### src/rtl/tlb_dma_arbiter.sv
// rtl/tlb_dma_arbiter.sv - round-robin merge of per-region DMA requests with in-order completion routing
module tlb_dma_arbiter #(
  parameter int N_REGIONS   = 4,
  parameter int ADDR_BITS   = 64,
  parameter int LEN_BITS    = 28,
  parameter int OUTST_DEPTH = 16,
  localparam int VB = (N_REGIONS > 1) ? $clog2(N_REGIONS) : 1,
  localparam int CW = $clog2(OUTST_DEPTH) + 1
) (
  input  logic                           aclk,
  input  logic                           aresetn,
  input  logic [N_REGIONS-1:0]           s_req_valid,
  output logic [N_REGIONS-1:0]           s_req_ready,
  input  logic [N_REGIONS*ADDR_BITS-1:0] s_req_paddr,
  input  logic [N_REGIONS*LEN_BITS-1:0]  s_req_len,
  input  logic [N_REGIONS-1:0]           s_req_last,
  output logic                           m_req_valid,
  input  logic                           m_req_ready,
  output logic [ADDR_BITS-1:0]           m_req_paddr,
  output logic [LEN_BITS-1:0]            m_req_len,
  output logic                           m_req_last,
  output logic [VB-1:0]                  m_req_vfid,
  input  logic                           s_done_valid,
  output logic [N_REGIONS-1:0]           m_done,
  output logic [CW-1:0]                  outstanding,
  output logic                           err_underflow
);

  localparam int PW = (OUTST_DEPTH > 1) ? $clog2(OUTST_DEPTH) : 1;

  logic [VB-1:0] rr_ptr;
  logic [VB-1:0] gnt_idx;
  logic [VB-1:0] cand;
  logic          gnt_found;
  logic          can_grant;
  logic          grant;
  logic          pop;
  logic [PW-1:0] wr_ptr;
  logic [PW-1:0] rd_ptr;
  logic [VB-1:0] fifo_mem [OUTST_DEPTH];

  // Search starts at rr_ptr, the region after the most recent grant.
  always_comb begin
    gnt_found = 1'b0;
    gnt_idx   = '0;
    cand      = '0;
    for (int i = 0; i < N_REGIONS; i++) begin
      cand = VB'((int'(rr_ptr) + i) % N_REGIONS);
      if (!gnt_found && s_req_valid[cand]) begin
        gnt_found = 1'b1;
        gnt_idx   = cand;
      end
    end
  end

  // The registered count is used, so a pop in this cycle cannot open a slot until the next.
  assign can_grant = aresetn && (!m_req_valid || m_req_ready) &&
                     (outstanding < CW'(OUTST_DEPTH));
  assign grant     = can_grant && gnt_found;
  assign pop       = s_done_valid && (outstanding != '0);

  always_comb begin
    s_req_ready = '0;
    if (grant) s_req_ready[gnt_idx] = 1'b1;
  end

  always_ff @(posedge aclk or negedge aresetn) begin
    if (!aresetn) begin
      m_req_valid   <= 1'b0;
      m_req_paddr   <= '0;
      m_req_len     <= '0;
      m_req_last    <= 1'b0;
      m_req_vfid    <= '0;
      rr_ptr        <= '0;
      wr_ptr        <= '0;
      rd_ptr        <= '0;
      outstanding   <= '0;
      m_done        <= '0;
      err_underflow <= 1'b0;
    end else begin
      if (grant) begin
        m_req_valid <= 1'b1;
        m_req_paddr <= s_req_paddr[gnt_idx*ADDR_BITS +: ADDR_BITS];
        m_req_len   <= s_req_len[gnt_idx*LEN_BITS +: LEN_BITS];
        m_req_last  <= s_req_last[gnt_idx];
        m_req_vfid  <= gnt_idx;
        rr_ptr      <= (gnt_idx == VB'(N_REGIONS - 1)) ? '0 : gnt_idx + 1'b1;
        wr_ptr      <= wr_ptr + 1'b1;
      end else if (m_req_ready) begin
        m_req_valid <= 1'b0;
      end

      if (pop) rd_ptr <= rd_ptr + 1'b1;
      outstanding <= outstanding + CW'(grant) - CW'(pop);
      m_done      <= pop ? (N_REGIONS'(1) << fifo_mem[rd_ptr]) : '0;
      if (s_done_valid && (outstanding == '0)) err_underflow <= 1'b1;
    end
  end

  // Source-region FIFO storage needs no reset; emptiness is tracked by the pointers and count.
  always_ff @(posedge aclk) begin
    if (grant) fifo_mem[wr_ptr] <= gnt_idx;
  end

endmodule

### config.mk
export PLATFORM = sky130hd
export DESIGN_NAME = tlb_dma_arbiter
export DESIGN_NICKNAME = d
export VERILOG_FILES = /design/src/rtl/tlb_dma_arbiter.sv
export SDC_FILE = /design/constraint.sdc
export NUM_CORES = 1
export LEC_CHECK = 0
export BUFFER_PORTS_ARGS = -buffer_cell sky130_fd_sc_hd__buf_2
export CORE_AREA = 3 3 190 192
export CTS_BUF_LIST = sky130_fd_sc_hd__clkbuf_8
export DETAILED_ROUTE_END_ITERATION = 12
export DIE_AREA = 0 0 193 195
export GPL_ROUTABILITY_DRIVEN = 0
export PLACE_DENSITY = 0.56
export SETUP_SLACK_MARGIN = 0.3
export SLEW_MARGIN = 5
export SYNTH_ARGS = -nofsm -noshare
export SYNTH_HDL_FRONTEND = slang
export SYNTH_SLANG_ARGS = --single-unit
### constraint.sdc
create_clock -name aclk -period 3.17 [get_ports aclk]
set_clock_uncertainty 0.15 [all_clocks]
set_input_delay 0.7925 -clock aclk [delete_from_list [all_inputs] [get_ports aclk]]
set_output_delay 0.7925 -clock aclk [all_outputs]
set_load 0.01 [all_outputs]
* Word-level counts from Yosys, hierarchy flattened
Memory sizes are Yosys's and may differ from the RTL's.
Index checks and enable logic that the tools add are counted.
** Storage, ports and cells
- Register bits :: 116
- Latch bits :: 0
- Bits in writable memories :: 32
- Bits in read-only memories :: 0
- Input bits :: 380
- Memories :: 1
** Operators by class
- Add/subtract/negate cells :: 8
- Multiply operators :: 1
- Div/mod/pow operators :: 0
- Magnitude comparators :: 7
- Eq/ne operators :: 1
- Shifts and indexed selects :: 3
- Multiplexer cells :: 27
- Bitwise operators :: 0
- Reductions and logical operators :: 17
** Memory list
- fifo_mem :: words 16, width 2, read ports 1, clocked after memory_dff 0, wr ports 1, line 40 : logic [VB-1:0] fifo_mem [OUTST_DEPTH];
** Operators with widths (number)
- $shiftx 256x9->64 :: 1
- $shiftx 112x8->28 :: 1
- $lt 2x3->1 const B :: 5
- $mux 1 :: 14
- $bmux 1 s2 :: 5
- $mux 2 :: 5
- $logic_and 1x1->1 :: 9
- $add 4x1->4 const B :: 2
- $mux 4 :: 2
- $add 5x1->5 :: 1
- $logic_not 5->1 :: 1
- $lt 5x5->1 const B :: 1
- $mul 2x3->5 const B :: 1
- $reduce_bool 5->1 :: 1
- $sub 5x1->5 :: 1
- $add 2x1->2 const B :: 2
- $add 2x2->2 const B :: 2
- $logic_not 1->1 :: 4
- $shl 1x2->4 const A :: 1
- $demux 1 s2 :: 1
- $eq 2x2->1 const B :: 1
- $ge 2x1->1 const B :: 1
- $reduce_bool 2->1 :: 1
- $logic_or 1x1->1 :: 1

* Logic depth before layout (Yosys ltp)
- Depth in word-level cells :: 17
- Depth in mapped cells :: 16
- Gate-level depth less buffers :: 15

* Worst setup path after synthesis
Ideal clock, no wire load.
- Kind :: input to register
- Start :: input port s_req_valid[1]
- End :: register outstanding[4]
- Library setup time :: 125 ps
- Data arrival time :: 2908 ps
- Data required time :: 2895 ps
- Slack :: -13 ps
- Stages :: 16
- Path through :: nor2_1 > nand3_1 > and4b_1 > clkbuf_1 > inv_2 > clkbuf_1 > ha_1 > inv_1 > ha_1 > inv_1 > fa_1 > inv_1 > a21oi_1 > nor2_1 > nor2_1 > xnor2_1
** On the way
- Word-level cells in the longest chain between the ends :: 15
** RTL lines
- start: declaration :: line 12 : input logic [N_REGIONS-1:0] s_req_valid,
- $bmux 1 s2 :: line 49 : if (!gnt_found && s_req_valid[cand]) begin
- $mux 1 (not written as such) :: line 49
- $mux 1 :: line 49
- $logic_not 1->1 :: line 49
- $logic_and 1x1->1 :: line 49
- $mux 1 :: line 49
- $logic_not 1->1 :: line 49
- $logic_and 1x1->1 :: line 49
- $mux 1 :: line 49
- $logic_not 1->1 :: line 49
- $logic_and 1x1->1 :: line 49
- $mux 1 (*) :: line 49
- $logic_and 1x1->1 (*) :: line 59 : assign grant = can_grant && gnt_found;
- $add 5x1->5 (*) :: line 94 : outstanding <= outstanding + CW'(grant) - CW'(pop);
- $sub 5x1->5 (*) :: line 94
- end signal: assignment :: line 94
- end: declaration :: line 25 : output logic [CW-1:0] outstanding,
Every way passes the cells marked *; elsewhere a longest branch is shown, timed or not. The select of a mux whose other input is x is not followed.
A chain may end at the register's enable or synchronous reset.

* Worst setup path in the final report
- Start :: input port s_req_valid[1]
- End :: output port s_req_ready[3]
** On the way
- Word-level cells in the longest chain between the ends :: 17
** RTL lines
- $bmux 1 s2 :: line 49
- $mux 1 (not written as such) :: line 49
- $mux 1 :: line 49
- $logic_not 1->1 :: line 49
- $logic_and 1x1->1 :: line 49
- $mux 1 :: line 49
- $logic_not 1->1 :: line 49
- $logic_and 1x1->1 :: line 49
- $mux 1 :: line 49
- $logic_not 1->1 :: line 49
- $logic_and 1x1->1 :: line 49
- $mux 2 :: line 49
- $lt 2x3->1 (not written as such) / $ge 2x1->1 (equally long branches) :: line 64 : if (grant) s_req_ready[gnt_idx] = 1'b1;
- $logic_and 1x1->1 (not written as such) :: line 64
- $mux 1 (not written as such) :: line 64
- $demux 1 s2 :: line 64
- $mux 4 (*) :: line 64
- end: declaration :: line 13 : output logic [N_REGIONS-1:0] s_req_ready,
Marked as above.

==> flow_summary.ini <==
[floorplanning]
die_w_um = 193
pin_count = 490
rows = 68
die_h_um = 195
initial_utilization_pct = 25.5
dieArea_um2 = 37600
coreArea_um2 = 34500

[place]
io_buffers = 489
hpwl_um = 23500

[synthesis]
netlist_area_um2 = 8810
ys_warn_count = 0
ys_types = 41
ys_ff_latch = 148
synth_commonest_cells = 188 x mux2i_1, 116 x dfrtp_1, 112 x nand2_1, 69 x o221ai_2, 32 x edfxtp_1
yosys.area.top_type = dfrtp_1
synth.most_common_cell = mux2i_1
seq_area_frac_synth_pct = 43.9
synth-xor-area-share_pct = 0.994
synth_edf_count = 32
synth_compound_area_share_pct = 15.1
ys.flop_type = dfrtp_1
synth_top_family_by_area = multiplexers
synth.area.top_cells = dfrtp_1 33%, mux2i_1 21%, o221ai_2 12%
synthMuxAreaShare_pct = 23.8
synthSimpleGateAreaFrac_pct = 7.73
syn_inst = 702
syn_area_per_cell_um2 = 12.5
async_reset_ff_share_pct = 78.4
synth.top_cell.area_share_pct = 32.9
synthesis.nets = 1098
synthAdderAreaFrac_pct = 2.36

[pwr]
seq_power_share_pct = 32.7
ir_worst_vdd_mv = 0.352
power_density_nw_per_um2 = 816
leakagePower_nw = 6.08
comb_power_share_pct = 52.3
switching_power_mw = 4.16
p_sw_share_pct = 41.7
internal_power_mw = 5.82
p_clk_share_pct = 15.0

[setup_path]
critPathCaptureType = primary output
startpoint_type = primary input
critPathMaxStageDelay_ns = 0.39
cp.required_ns = 2.23
cp.arrival_ns = 1.96
cp_max_fo = 4
reg2reg_slack_ns = 0.47
crit_chain = clkbuf_4 -> nand2b_1 -> a21oi_2 -> a211o_4 -> clkinv_8 -> ha_4 -> and2_4 -> buf_6
crit_type = in2out
crit_slowest_cell = a211o_4

[final_layout]
n_fill_cell = 3478
drive_gt1_share_pct = 54.8
diodes = 0
area_growth_pct = 39.0
regArea_um2 = 3870
multiInputGateArea_um2 = 4560
layout.nets = 1577

[clock_network]
cts-buffers-inserted = 17
htree_levels = 4
cts_tree = built
clkTransAtPathRegs_ns = 0.09
cts_sinks = 148
cts-root-buf = clkbuf_8
clk_latency_ns = 0.45
clockBufferDepth = 2
holdBufCountCts = 0

[global_route]
track_usage_pct = 15.7
grt_pass1_wl_um = 45600
overflow = 0
antenna_found_initial = 1
grt_start_max_net_pins = 103
first_global_vias = 8066

[status]
status = complete, no violations

[drt]
drt_iter0_markers = 294
wl_per_cell_um = 18.5
viasPerCell = 4.62
drt_wl_total_um = 30600
drcViolationCount = 0
vias = 7613
ant_nets = 0
drt_pass1_iterations = 4

[timing]
final.period_utilization_pct = 91.7
max_freq_mhz = 344
finalCriticalPeriod_ns = 2.91
timing.final.setup_violations = 0
worst_pin_slew_ns = 0.907
rsz0062_at_grt = yes
hold_ws_ns = 0.311
fin_tns_setup_ns = 0
slew_violations = 0
relSlewSlack_pct = 39.5
hold_viol = 0

[min_path]
hp-class = reg2reg

[job]
maxCapViolations = 0
-- final timing paths --
| path | start | end | cells after the start |
|---|---|---|---|
| setup / recovery | s_req_valid[1] | s_req_ready[3] | 8 |
| hold / removal | err_underflow | err_underflow | 1 |
| setup reg to reg | outstanding[2] | outstanding[4] | 15 |
| hold reg to reg | err_underflow | err_underflow | 1 |
| max in group asynchronous | aresetn | m_req_paddr[54] | 3 |
| min in group asynchronous | aresetn | err_underflow | 2 |
-- through the flow --
stage	utilization (%)	setup slack (ns)	area (um2)	instances	power, mW
final	35.4	0.264	12200	1649	9.98
after detailed placement	33.8	0.113	11700	1612	8.46
after floorplan	-	0.265	8900	702	6.89
after global placement	33.8	0.0990	11700	1612	8.39
after CTS	35.3	0.241	12200	1648	10.1
after global routing	35.4	0.211	12200	1649	10.7
-- cell type report --
type / count / share of cell area, %
multi-input combinational: 483 / 37.3
sequential: 148 / 31.6
timing repair buffer: 515 / 22.7
tap: 455 / 4.65
clock buffer: 18 / 2.02
clock inverter: 14 / 1.17
inverter: 16 / 0.634
-- metal layers --
layer | global-route usage (%) | part of all wire [%] | vias to the layer above
met3 | 3.52 | 6.1 | 33
met4 | 4.53 | 2.0 | 2
met2 | 27.6 | 51 | 292
li1 | - | - | 3614
met5 | 0 | 0.065 | -
met1 | 19.2 | 41 | 3672
-- power by group through the flow --
stage          Combinational, mW  Clock [mW]  Sequential (mW)
6_report                    5.22        1.50             3.27
5_1_grt                     5.68        1.66             3.38
4_1_cts                     5.28        1.58             3.27
3_5_place_dp                5.19           0             3.27
3_3_place_gp                5.10           0             3.29
2_1_floorplan               3.43           0             3.46
-- critical path: cells and delay by family --
family | cells | cell delay (ns)
AND/OR/NAND/NOR | 2 | 0.26
AO/OA/AOI/OAI | 2 | 0.45
adder cells (fa/ha/maj) | 1 | 0.12
buffers and inverters | 3 | 0.34
-- flip-flops by register name, summed over array words and instances, names as in the netlist --
signal	count
rd_ptr	4
err_underflow	1
m_req_valid	1
m_done	4
fifo_mem	32
rr_ptr	2
m_req_len	28
wr_ptr	4
m_req_paddr	64
outstanding	5
m_req_vfid	2
m_req_last	1
-- placed cells by master, fill, tap and decap left out, types with 2 or more instances in the layout --
cell type / count
a21o_1: 3
a21oi_1: 2
and2_1: 12
and2_4: 4
and3_1: 6
buf_12: 8
buf_2: 483
buf_4: 18
buf_6: 5
clkbuf_8: 18
clkinv_4: 4
dfrtp_1: 114
dfrtp_2: 2
edfxtp_1: 32
ha_1: 9
ha_4: 5
inv_1: 12
inv_2: 2
inv_4: 2
inv_6: 4
inv_8: 3
mux2i_1: 188
mux4_2: 9
nand2_1: 111
nand2b_1: 3
nand2b_4: 2
nand4_1: 2
nor2_1: 4
nor3b_1: 2
o221ai_1: 24
o221ai_2: 69
xnor2_1: 9
-- logic make-up (layout without fill, tap and decap cells) --
logic type	Yosys count	in the layout
and+or+nand+nor	154	154
DFF	148	148
muxes	198	198
AOI/OAI and AO/OA	105	105
xor gates and xnor gates	10	10
adders and majority gates	16	16
buffers and inverters	71	563
-- repair_timing --
action,in CTS,in global routing
resized for setup,23,8
setup endpoints to repair,4,6
cloned,0,0
pin swaps,4,4
buffers inserted,4,1
(Power assumes the default switching activity.)
